### src/rtl/cpu_pipe_ctrl_pkg.sv
// Shared helpers for the in-order pipeline controller.
package cpu_pipe_ctrl_pkg;

  // Highest stage index whose pending write can still be seen as a RAW hazard.
  // A write-before-read register file hides a writeback-stage match.
  function automatic int unsigned hazard_last_stage(input int unsigned depth,
                                                    input int unsigned wb_bypass);
    return (wb_bypass != 0) ? depth - 2 : depth - 1;
  endfunction

endpackage

### src/rtl/pipe_scoreboard.sv
// Per-stage valid/rd/we shift chain with the decode-stage RAW hazard compare.
module pipe_scoreboard
  import cpu_pipe_ctrl_pkg::*;
#(
  parameter int unsigned RADDR_W   = 3,
  parameter int unsigned DEPTH     = 3,
  parameter int unsigned WB_BYPASS = 0
) (
  input  logic               clk,
  input  logic               reset,
  input  logic               i_stall,
  input  logic               i_flush,
  input  logic [RADDR_W-1:0] i_rs_a,
  input  logic [RADDR_W-1:0] i_rs_b,
  input  logic               i_rs_a_used,
  input  logic               i_rs_b_used,
  input  logic [RADDR_W-1:0] i_rd,
  input  logic               i_rd_we,
  output logic               o_hazard,
  output logic [DEPTH-1:0]   o_valid,
  output logic               o_wb_we,
  output logic [RADDR_W-1:0] o_wb_addr
);

  localparam int unsigned LastChk = hazard_last_stage(DEPTH, WB_BYPASS);

  // Stage 0 destination comes straight from the decode inputs, so only 1.. are stored.
  logic [DEPTH-1:0]   r_valid;
  logic [DEPTH-1:1]   r_we;
  logic [RADDR_W-1:0] r_rd [DEPTH-1:1];

  always_ff @(posedge clk) begin
    if (reset) begin
      r_valid <= '0;
      r_we    <= '0;
      for (int k = 1; k < DEPTH; k++) r_rd[k] <= '0;
    end else begin
      for (int k = 2; k < DEPTH; k++) begin
        r_valid[k] <= r_valid[k-1];
        r_we[k]    <= r_we[k-1];
        r_rd[k]    <= r_rd[k-1];
      end
      // A stall holds stage 0 and injects a bubble behind it.
      r_valid[1] <= r_valid[0] & ~i_stall;
      r_we[1]    <= i_rd_we & ~i_stall;
      r_rd[1]    <= i_rd;
      if (!i_stall) r_valid[0] <= ~i_flush;
    end
  end

  always_comb begin
    o_hazard = 1'b0;
    for (int unsigned k = 1; k < DEPTH; k++) begin
      if (k <= LastChk && r_valid[k] && r_we[k]) begin
        if ((i_rs_a_used && r_rd[k] == i_rs_a) || (i_rs_b_used && r_rd[k] == i_rs_b)) begin
          o_hazard = 1'b1;
        end
      end
    end
    o_hazard = o_hazard & r_valid[0];
  end

  assign o_valid   = r_valid;
  assign o_wb_we   = r_valid[DEPTH-1] & r_we[DEPTH-1];
  assign o_wb_addr = r_rd[DEPTH-1];

endmodule

### src/rtl/cpu_pipe_ctrl.sv
// Fetch PC, interlock and branch-flush control for a short in-order pipeline.
module cpu_pipe_ctrl
  import cpu_pipe_ctrl_pkg::*;
#(
  parameter int unsigned PC_W      = 8,
  parameter int unsigned RADDR_W   = 3,
  parameter int unsigned DEPTH     = 3,
  parameter int unsigned WB_BYPASS = 0
) (
  input  logic               clk,
  input  logic               reset,
  output logic [PC_W-1:0]    pc,
  output logic               fd_en,
  input  logic [RADDR_W-1:0] rs_a,
  input  logic [RADDR_W-1:0] rs_b,
  input  logic               rs_a_used,
  input  logic               rs_b_used,
  input  logic [RADDR_W-1:0] rd,
  input  logic               rd_we,
  input  logic               br_taken,
  input  logic [PC_W-1:0]    br_target,
  output logic               stall,
  output logic               flush,
  output logic [DEPTH-1:0]   stage_valid,
  output logic               wb_we,
  output logic [RADDR_W-1:0] wb_addr
);

  logic [PC_W-1:0] r_pc;
  logic            w_hazard;
  logic            w_stall;
  logic            w_flush;

  // Reset wins over both interlock and redirect in the same cycle.
  assign w_stall = w_hazard & ~reset;
  assign w_flush = stage_valid[0] & br_taken & ~w_stall & ~reset;

  always_ff @(posedge clk) begin
    if (reset) begin
      r_pc <= '0;
    end else if (w_flush) begin
      r_pc <= br_target;
    end else if (!w_stall) begin
      r_pc <= r_pc + 1'b1;
    end
  end

  pipe_scoreboard #(
    .RADDR_W  (RADDR_W),
    .DEPTH    (DEPTH),
    .WB_BYPASS(WB_BYPASS)
  ) u_scoreboard (
    .clk        (clk),
    .reset      (reset),
    .i_stall    (w_stall),
    .i_flush    (w_flush),
    .i_rs_a     (rs_a),
    .i_rs_b     (rs_b),
    .i_rs_a_used(rs_a_used),
    .i_rs_b_used(rs_b_used),
    .i_rd       (rd),
    .i_rd_we    (rd_we),
    .o_hazard   (w_hazard),
    .o_valid    (stage_valid),
    .o_wb_we    (wb_we),
    .o_wb_addr  (wb_addr)
  );

  assign pc    = r_pc;
  assign fd_en = ~w_stall;
  assign stall = w_stall;
  assign flush = w_flush;

endmodule

### config.mk
export PLATFORM = sky130hd
export DESIGN_NAME = cpu_pipe_ctrl
export DESIGN_NICKNAME = d
export VERILOG_FILES = /design/src/rtl/cpu_pipe_ctrl_pkg.sv /design/src/rtl/pipe_scoreboard.sv /design/src/rtl/cpu_pipe_ctrl.sv
export SDC_FILE = /design/constraint.sdc
export NUM_CORES = 1
export LEC_CHECK = 0
export ABC_AREA = 1
export BUFFER_PORTS_ARGS = -buffer_cell sky130_fd_sc_hd__clkbuf_2
export CAP_MARGIN = 15
export CELL_PAD_IN_SITES_DETAIL_PLACEMENT = 1
export CELL_PAD_IN_SITES_GLOBAL_PLACEMENT = 2
export CORE_UTILIZATION = 25
export CTS_BUF_LIST = sky130_fd_sc_hd__clkbuf_16
export CTS_CLUSTER_SIZE = 12
export DETAILED_ROUTE_END_ITERATION = 8
export PLACE_DENSITY = 0.87
export SLEW_MARGIN = 15
export SYNTH_ARGS = -nofsm -noshare
export SYNTH_HDL_FRONTEND = slang
export SYNTH_SLANG_ARGS = --single-unit
### constraint.sdc
create_clock -name clk -period 1.8 [get_ports clk]
set_input_delay 0.18 -clock clk [delete_from_list [all_inputs] [get_ports clk]]
set_output_delay 0.18 -clock clk [all_outputs]
set_load 0.02 [all_outputs]
==> results of run 1 <==
synthesized netlist by cell type:
master    count
a21oi_1       5
buf_2         1
buf_6         1
clkbuf_1      1
dfxtp_1      19
ha_1          1
inv_1        38
inv_2         3
nand2_1      52
nand2_2       2
nand2_4       3
nand3_1       6
nand4_1       1
nand4_4       1
nor2_1       27
nor2_2        1
nor2_8        1
o21ai_0       2
o21ai_1       5
o21ai_2       1
o31ai_1       6
xnor2_1       2
xor2_1        4
repair_timing:
item | 4_1_cts | 5_1_grt
setup buffers | 0 | 6
hold buffers | 0 | 0
gates resized for setup | 3 | 6
setup endpoints to repair | 1 | 3
pin swaps | 0 | 2
flip-flops by register name (all words and copies together) (netlist names):
name and count:
u_scoreboard.r_rd 6, u_scoreboard.o_valid 3, pc 8, u_scoreboard.r_we 2
per-layer routing:
metal	global-route usage	vias to the layer above
met1	0.148	552
met4	0.0400	0
li1	-	642
met2	0.226	29
met3	0.0231	5
met5	0	-
worst paths after layout:
path | start | endpoint
worst min register to register | u_scoreboard.r_we[1] | u_scoreboard.r_we[2]
worst max-delay path | u_scoreboard.r_rd[1][1] | stall
worst min-delay path | rd[2] | u_scoreboard.r_rd[1][2]
worst max register to register | u_scoreboard.r_rd[1][1] | pc[7]
area by class of cell:
cell class                 instances  area, µm²  share of cell area
clock inverter                     1       5.00             0.00321
inverter                          41        154              0.0988
clock buffer                       3       75.1              0.0482
multi-input combinational        120        617               0.396
tap                               52       65.1              0.0418
timing repair buffer              47        255               0.164
sequential                        19        387               0.248
logic make-up after synthesis:
group	Yosys count
simple gates	94
compound gates	19
xor+xnor	6
fa+ha+maj	1
flops	19
buf+inv	44
worst max-delay path: stages (launching register included):
cell      delay (ns)
dfxtp_1         0.38
inv_2           0.05
nand2_1         0.05
nand2_1         0.05
nor2_1          0.09
nand2_1         0.05
nand2_1         0.07
nand2_2         0.09
nand2_4         0.11
nand2_8         0.07
inv_2           0.06
clkbuf_4        0.16
power by group:
| part | leakage [nW] | switching (mW) | total [mW] | internal [mW] |
|---|---|---|---|---|
| registers | 0.158 | 0.0238 | 0.469 | 0.445 |
| clock network | 0.0409 | 0.167 | 0.465 | 0.298 |
| logic | 0.690 | 0.117 | 0.193 | 0.0762 |
==> reports/results.txt, run 1 <==
root buffer cell - clkbuf_16
Hold Crit Class - in -> reg
largest family of logic cells by synthesized area - simple AND/OR/NAND/NOR gates
fin crit period - 1.67 ns
synthesized instance count - 183
first-pass GRT wire length - 4950 µm
crit path kind - reg -> out
P_leak - 0.889 nW
# clock sinks - 19
Synth Area in Compound Gates - 0.0982
Num CTS Buffers - 3
Critical Path End Type - output port
Ports - 41
Metal-1 WL - 1400 µm
Final Setup Violations - 0
clk slew on worst S/H paths - 0.06 ns
DRC violations left - 0
crit start category - flip-flop
Hold Vio Cnt, Final - 0
Yosys top cell area share - 0.328
CTS tree - done
insertion delay to the later sink of the worst-skew pair - 0.25 ns
vias in the first global route - 1208
Total Nets Final - 256
simple-gate share of the synthesized area - 0.368
DP Worst Slack - 0.267 ns
Slew HR - 0.762
setup_tns - 0 ns
Synth Net Count - 207
Reg2Reg Depth - 14
Core ar. - 4410 µm²
first drt pass iteration count - 3
Power, Total - 1.13 mW
Placed Instances - 273
syn avg cell area - 6.34 µm²
CP arrival - 1.49 ns
PortBufs - 40
GRT Util Overall - 0.125
post-route ant nets - 0
fin util - 0.353
CTS max path bufs - 2
largest net degree at the start of global routing - 19
Die W - 70.1 µm
status - completed
Final WS setup - 0.132 ns
gpl congestion - 0.709
Initial Util - 0.263
highest clock rate - 0.600 GHz
Hold Path Cell Cnt - 3
Post-DP HPWL - 2370 µm
pwr dens - 724 nW/µm²
full die area - 4920 µm²
Final Max Tran Viols - 0
Detailed Route WL - 2980 µm
YS warnings - 0
row cnt - 24
Critical Path RT - 1.62 ns
post-synthesis mux area share - 0
Met2 Wirelength - 1420 µm
Worst Tran Pin Value - 0.357 ns
Worst VDD drop - 0.308 mV
crit-path max FO - 6
most frequent cells in the layout - nand2_1, clkbuf_2, inv_1
largest area contributor in the netlist - dfxtp_1
top area cells in the synthesized netlist - dfxtp_1, nand2_1, inv_1, nor2_1, o31ai_1
# diodes - 0
DR WL/cell - 10.5 µm
cell area after placement - 1410 µm²
# fillers - 596
Detailed Route Iter0 Violations - 24
Die Height - 70.1 µm
non-filler cells in the finished layout - 283
Overflow after GRT - 0
H-tree depth - 1
unrepaired setup endpoints after global routing - no
worst clock skew - 0.00531 ns
post-synthesis xor/xnor area fraction - 0.0453
Vias per Instance - 4.34
Max-cap violations - 0
R2R Setup Slk - 0.26 ns
met3 WL - 120 µm
Seq/Total Area, Yosys - 0.328
share of cells above drive strength 1 - 0.303
Synth Area in Adders - 0.0108
Area growth, synth to finish - 34.3%
top layer in use - met4
post-route clock period utilization - 0.927
synthesis-stage register bit count - 19
hold_ws - 0.110 ns
Cell variety after synth - 23
Final Cell Area - 1560 µm²
total number of vias - 1228
Post-Syn Area - 1160 µm²
commonest non-fill, non-tap cell in the layout - nand2_1
initial antenna violation count - 0
Power figures use the tool's default switching activity.
==> run 2, diff against run 1 <==
Settings changed: CELL_PAD_IN_SITES_DETAIL_PLACEMENT 1 to not set, CELL_PAD_IN_SITES_GLOBAL_PLACEMENT 2 to not set, CORE_UTILIZATION 25 to 49.
==> run 2 against run 1 <==
Count of clock-buffer cells in the layout is the same. Fmax decreased by 1.0%. Die area down 48%. Design area is 5.6% lower. Cell count down 11%. Global-route usage grew 7.6 points. Critical path type unchanged.
==> reports/results.txt, run 2 (synthesized netlist as in run 1, its figures left out) <==
Critical Path End Type - output port
post-route clock period utilization - 0.936 (+0.00953)
CTS tree - done
largest net degree at the start of global routing - 19 (unchanged)
crit-path max FO - 18 (+12)
Hold Crit Class - in -> reg
Detailed Route Iter0 Violations - 26 (+8.3%)
Placed Instances - 248 (-9.2%)
non-filler cells in the finished layout - 252 (-11%)
Die Height - 50.7 µm (-28%)
Slowest cell on crit path - dfxtp_1
NetSw - 0.283 mW (-7.9%)
pwr dens - 746 nW/µm² (+3.2%)
DR WL/cell - 9.45 µm (-10%)
CP arrival - 1.51 ns (+0.02 ns)
P_leak - 0.860 nW (-3.3%)
highest clock rate - 0.593 GHz (-1.0%)
Total Nets Final - 249 (-2.7%)
cells along the critical path - inv_2 -> nand2_1 -> nand2_1 -> nor2_1 -> nand2_1 -> nand2_1 -> nand2_2 -> nand2_4 -> nand2_8 -> inv_2 -> buf_4
# diodes - 0 (unchanged)
Overflow after GRT - 0 (unchanged)
first-pass GRT wire length - 4000 µm (-19%)
crit path kind - reg -> out
Die W - 50.7 µm (-28%)
fin crit period - 1.69 ns (+0.0172 ns)
worst clock skew - 0.00213 ns (-0.00318 ns)
Vias per Instance - 4.67 (+7.6%)
Detailed Route WL - 2380 µm (-20%)
crit start category - flip-flop
unrepaired setup endpoints after global routing - no
switch share - 0.258 (-0.0147)
GRT Util Overall - 0.201 (+0.0760)
max reg flops - 8 (unchanged)
share of cells above drive strength 1 - 0.268 (-0.0352)
vias in the first global route - 1052 (-13%)
setup_tns - 0 ns (unchanged)
first drt pass iteration count - 4 (+1)
Int Power - 0.814 mW (-0.69%)
Hold Vio Cnt, Final - 0 (unchanged)
most frequent cell on the critical path - nand2_1
Critical Path RT - 1.62 ns (about the same)
total number of vias - 1177 (-4.2%)
commonest non-fill, non-tap cell in the layout - nand2_1
gpl congestion - 0.769 (+8.5%)
clk slew on worst S/H paths - 0.05 ns (about the same)
CTS max path bufs - 2 (unchanged)
root buffer cell - clkbuf_16
Slew HR - 0.719 (-0.0423)
Core ar. - 2210 µm² (-50%)
full die area - 2570 µm² (-48%)
Max-cap violations - 0 (unchanged)
Initial Util - 0.524 (+0.262)
DRC violations left - 0 (unchanged)
PortBufs - 40 (unchanged)
Ports - 41 (unchanged)
Seq pwr share - 0.426 (+0.010)
Post-DP HPWL - 1770 µm (-25%)
# fillers - 215 (-64%)
Comb pwr share - 0.168 (-0.003)
H-tree depth - 1 (unchanged)
insertion delay to the later sink of the worst-skew pair - 0.24 ns (about the same)
Worst VDD drop - 0.623 mV (+100%)
Area growth, synth to finish - 26.8%
Worst Tran Pin Value - 0.421 ns (+0.0635 ns)
row cnt - 17 (-29%)
# clock sinks - 19 (unchanged)
power share of the clock group - 0.405 (-0.007)
post-route ant nets - 0 (unchanged)
Worst Path Buf+Inv - 3 (unchanged)
Final Setup Violations - 0 (unchanged)
most frequent cells in the layout - nand2_1, clkbuf_2, inv_1
Final Max Tran Viols - 0 (unchanged)
CP top delay family - simple AND/OR/NAND/NOR gates
crit-path max cell delay - 0.36 ns (-0.02 ns)
Num CTS Buffers - 3 (unchanged)
status - completed
CTS hold repair buffers - 0 (unchanged)
initial antenna violation count - 0 (unchanged)
==> run 2: layout make-up <==
type,instances,area [µm²],share of cell area
sequential,19,384,0.261
tap,28,35.0,0.0238
multi-input combinational,120,614,0.418
clock inverter,1,5.00,0.00340
clock buffer,3,75.1,0.0511
inverter,41,154,0.105
timing repair buffer,40,203,0.138
==> run 2: worst paths after layout <==
| path | start | to | slack, ns | cells after the start |
|---|---|---|---|---|
| hold reg to reg | u_scoreboard.r_we[1] | u_scoreboard.r_we[2] | 0.42 | 2 |
| setup / recovery | u_scoreboard.r_rd[1][0] | stall | 0.11 | 11 |
| hold / removal | rd[2] | u_scoreboard.r_rd[1][2] | 0.11 | 3 |
| setup reg to reg | u_scoreboard.r_rd[1][0] | pc[6] | 0.34 | 13 |
==> run 2: power by group through the flow <==
stage | Combinational, mW | Clock [mW] | Sequential, mW
after detailed placement | 0.182 | 0 | 0.476
after floorplan | 0.101 | 0 | 0.494
final | 0.185 | 0.445 | 0.468
after global placement | 0.180 | 0 | 0.475
after CTS | 0.185 | 0.453 | 0.467
after global routing | 0.207 | 0.474 | 0.471
==> run 2: metal layers <==
layer  vias up  share of wire  track usage  wire length, µm
li1        630              -            -                -
met1       510           0.45        0.219             1080
met2        35           0.49        0.402             1160
met3         2          0.056       0.0303              134
met4         0         0.0034       0.0370                8
met5         -              0            0                0
==> run 2: worst reg2reg max path, stage by stage, from the launching register on <==
cell	delay (ns)
dfxtp_1	0.36
inv_2	0.06
nand2_1	0.06
nand2_1	0.05
nor2_1	0.10
nand2_1	0.06
nand2_1	0.07
nand2_2	0.09
nand2_4	0.10
nand2_8	0.10
o21ai_0	0.16
inv_1	0.05
nand2_1	0.07
inv_1	0.03
==> run 2: per-stage QoR <==
step | area (µm²) | hold slack, ns | setup slack (ns) | util | total power, mW
after global placement | 1380 | 0.376 | 0.362 | 0.622 | 0.655
after detailed placement | 1380 | 0.377 | 0.335 | 0.622 | 0.658
after floorplan | 1160 | 0.287 | 0.254 | - | 0.595
after global routing | 1470 | 0.135 | 0.0226 | 0.665 | 1.15
final | 1470 | 0.114 | 0.115 | 0.665 | 1.10
after CTS | 1460 | 0.121 | 0.0393 | 0.658 | 1.10
==> run 2: what timing repair did <==
item | CTS | global route
setup endpoints to repair | 0 | 2
gates resized for setup | 0 | 7
hold endpoints to repair | 0 | 0
buffers inserted | 0 | 0
==> run 3, diff against run 2 <==
Settings changed: ABC_AREA 1 to not set, CORE_UTILIZATION 49 to 47, GPL_ROUTABILITY_DRIVEN set to 0, PLACE_DENSITY 0.87 to 0.85.
==> run 3 against run 2 <==
Utilization up 4.3 points. Critical path type unchanged. Critical endpoint is now flush. Synthesized cell count down 31%. Clock skew up 0.00056 ns. Highest routed layer unchanged. Area after synthesis down 8.1%. Critical path depth down 5. Hold slack better by 0.029 ns. Sequential share of layout area up 0.56 points. Setup slack worse by 0.052 ns. Register-to-register slack worse by 0.27 ns. Largest cell class unchanged.
==> reports/results.txt, run 3 <==
pwr dens - 763 nW/µm² (+2.2%)
crit start category - flip-flop
Total Nets Final - 197 (-21%)
R2R Path End - pc[1]
Core ar. - 2040 µm² (-7.7%)
Detailed Route Iter0 Violations - 20 (-23%)
# fillers - 166 (-23%)
crit path capture - flush
full die area - 2460 µm² (-4.0%)
initial antenna violation count - 0 (unchanged)
Crit. Startpoint - u_scoreboard.r_rd[2][0]
DRC violations left - 0 (unchanged)
Worst VDD drop - 0.566 mV (-9.2%)
GRT Util Overall - 0.239 (+0.0374)
Die W - 49.6 µm (-2.0%)
Max-cap violations - 0 (unchanged)
Worst Path Buf+Inv - 2 (-1)
Detailed Route WL - 2740 µm (+15%)
Critical Path RT - 1.62 ns (about the same)
Slowest cell on crit path - dfxtp_1
row cnt - 16 (-1)
Critical Path End Type - output port
vias in the first global route - 1069 (+1.6%)
synthesized instance count - 127 (-31%)
Post-synth top flop - dfxtp_1
synthesis-stage register bit count - 19 (unchanged)
Final Cell Area - 1440 µm² (-1.8%)
multi-input logic area - 677 µm² (+10%)
Cell variety after synth - 36 (+57%)
Post-Syn Area - 1070 µm² (-8.1%)
# clock sinks - 19 (unchanged)
clk slew on worst S/H paths - 0.05 ns (about the same)
Final Max Tran Viols - 0 (unchanged)
Async SR Flop Fraction - 0 (unchanged)
Hold Vio Cnt, Final - 0 (unchanged)
most frequent cells in the layout - clkbuf_2, dfxtp_1, xnor2_1, nand2_1, nor2b_1
Area growth, synth to finish - 35.4%
largest area contributor in the netlist - dfxtp_1
Slew HR - 0.780 (+0.0602)
crit-path max FO - 5 (-13)
largest net degree at the start of global routing - 15 (-4)
PortBufs - 40 (unchanged)
post-route ant nets - 0 (unchanged)
Hold Crit Class - in -> reg
Ports - 41 (unchanged)
CP arrival - 1.56 ns (+0.05 ns)
syn avg cell area - 8.39 µm² (+32%)
DR WL/cell - 13.8 µm (+46%)
Yosys top cell area share - 0.357 (+0.0289)
crit path kind - reg -> out
CTS hold repair buffers - 0 (unchanged)
Die Height - 49.6 µm (-2.0%)
FF-to-FF Start - u_scoreboard.r_rd[2][0]
most numerous cell in the Yosys netlist - dfxtp_1
P_leak - 0.623 nW (-28%)
cell area after placement - 1310 µm² (-4.9%)
top area cells in the synthesized netlist - dfxtp_1, xnor2_1, nor2b_1, a31oi_1, nand2_1
CTS tree - done
CP top delay family - buffers and inverters
Synth top cells by count - dfxtp_1, xnor2_1, nand2_1
Worst Tran Pin Value - 0.326 ns (-0.0946 ns)
Crit path depth - 6 (-5)
first drt pass iteration count - 4 (unchanged)
highest clock rate - 0.576 GHz (-3.0%)
Final Setup Violations - 0 (unchanged)
YS warnings - 0 (unchanged)
# diodes - 0 (unchanged)
R2R Setup Slk - 0.07 ns (-0.27 ns)
Post-DP HPWL - 2060 µm (+17%)
Seq/Total Area, Yosys - 0.357 (+0.0289)
Overflow after GRT - 0 (unchanged)
status - completed
Reg2Reg Depth - 7 (-6)
crit-path max cell delay - 0.34 ns (-0.02 ns)
root buffer cell - clkbuf_16
max reg flops - 8 (unchanged)
Initial Util - 0.522 (-0.00226)
insertion delay to the later sink of the worst-skew pair - 0.24 ns (about the same)
H-tree depth - 1 (unchanged)
CTS max path bufs - 2 (unchanged)
EDFF count, synth - 0 (unchanged)
share of cells above drive strength 1 - 0.378 (+0.110)
Num CTS Buffers - 3 (unchanged)
commonest non-fill, non-tap cell in the layout - clkbuf_2
post-route clock period utilization - 0.965 (+0.0289)
hold path startpoint - rd[0]
total number of vias - 1075 (-8.7%)
Synth Net Count - 151 (-27%)
fin crit period - 1.74 ns (+0.0520 ns)
setup_tns - 0 ns (unchanged)
first-pass GRT wire length - 4560 µm (+14%)
cells along the critical path - xnor2_1 -> nand4_1 -> a21boi_2 -> buf_4 -> nor3_2 -> clkbuf_2
Vias per Instance - 5.40 (+16%)
register area - 385 µm² (+0.33%)
worst clock skew - 0.00268 ns (+0.000557 ns)
-- run 3: logic make-up after synthesis --
kind of cell,Yosys count,share of synthesized area
xor gates and xnor gates,14,0.115
and+or+nand+nor,55,0.268
DFF,19,0.357
buffers and inverters,8,0.0387
adders and majority gates,1,0.0117
muxes,2,0.0211
AOI/OAI and AO/OA,28,0.189
-- run 3: how the worst min path moves through the flow --
stage / end / cells past startpoint / slack, ns
after detailed placement: u_scoreboard.r_rd[1][0] / 2 / 0.39
after floorplan: u_scoreboard.r_rd[1][0] / 1 / 0.31
final: u_scoreboard.r_rd[1][0] / 2 / 0.14
after global routing: u_scoreboard.r_rd[1][0] / 2 / 0.15
after global placement: u_scoreboard.r_rd[1][2] / 2 / 0.39
after CTS: u_scoreboard.r_rd[1][0] / 2 / 0.14
-- run 3: area by class of cell --
class,count,share of cell area
timing repair buffer,46,0.179
inverter,3,0.00780
tap,27,0.0234
clock inverter,1,0.00260
multi-input combinational,100,0.469
clock buffer,3,0.0520
sequential,19,0.267
-- run 3: per-stage QoR --
stage                     power, mW  cells  setup WS, ns  utilization  hold slack (ns)
after floorplan               0.594    127       -0.0172            -            0.308
after global placement        0.656    193         0.201        0.640            0.388
after detailed placement      0.664    193        0.0989        0.640            0.392
after CTS                      1.10    197        0.0249        0.684            0.141
after global routing           1.16    199      -0.00164        0.707            0.148
final                          1.10    199        0.0628        0.707            0.143
-- run 3: repair_timing --
item | CTS | global route
gates resized for setup | 2 | 6
buffers inserted | 0 | 2
pin swaps | 1 | 3
endpoints found under the setup margin | 2 | 3
-- run 3: layer usage --
metal | wire (µm) | vias to the layer above | global-route usage | part of all wire
met3 | 159 | 6 | 0.0401 | 0.058
li1 | - | 540 | - | -
met4 | 28 | 0 | 0.100 | 0.010
met2 | 1370 | 45 | 0.430 | 0.50
met5 | 0 | - | 0 | 0
met1 | 1180 | 484 | 0.273 | 0.43
-- run 3: power by group --
part	total, mW	leakage (nW)	switching [mW]	internal (mW)
logic	0.188	0.423	0.100	0.0877
registers	0.479	0.158	0.0312	0.448
clock network	0.435	0.0423	0.140	0.295
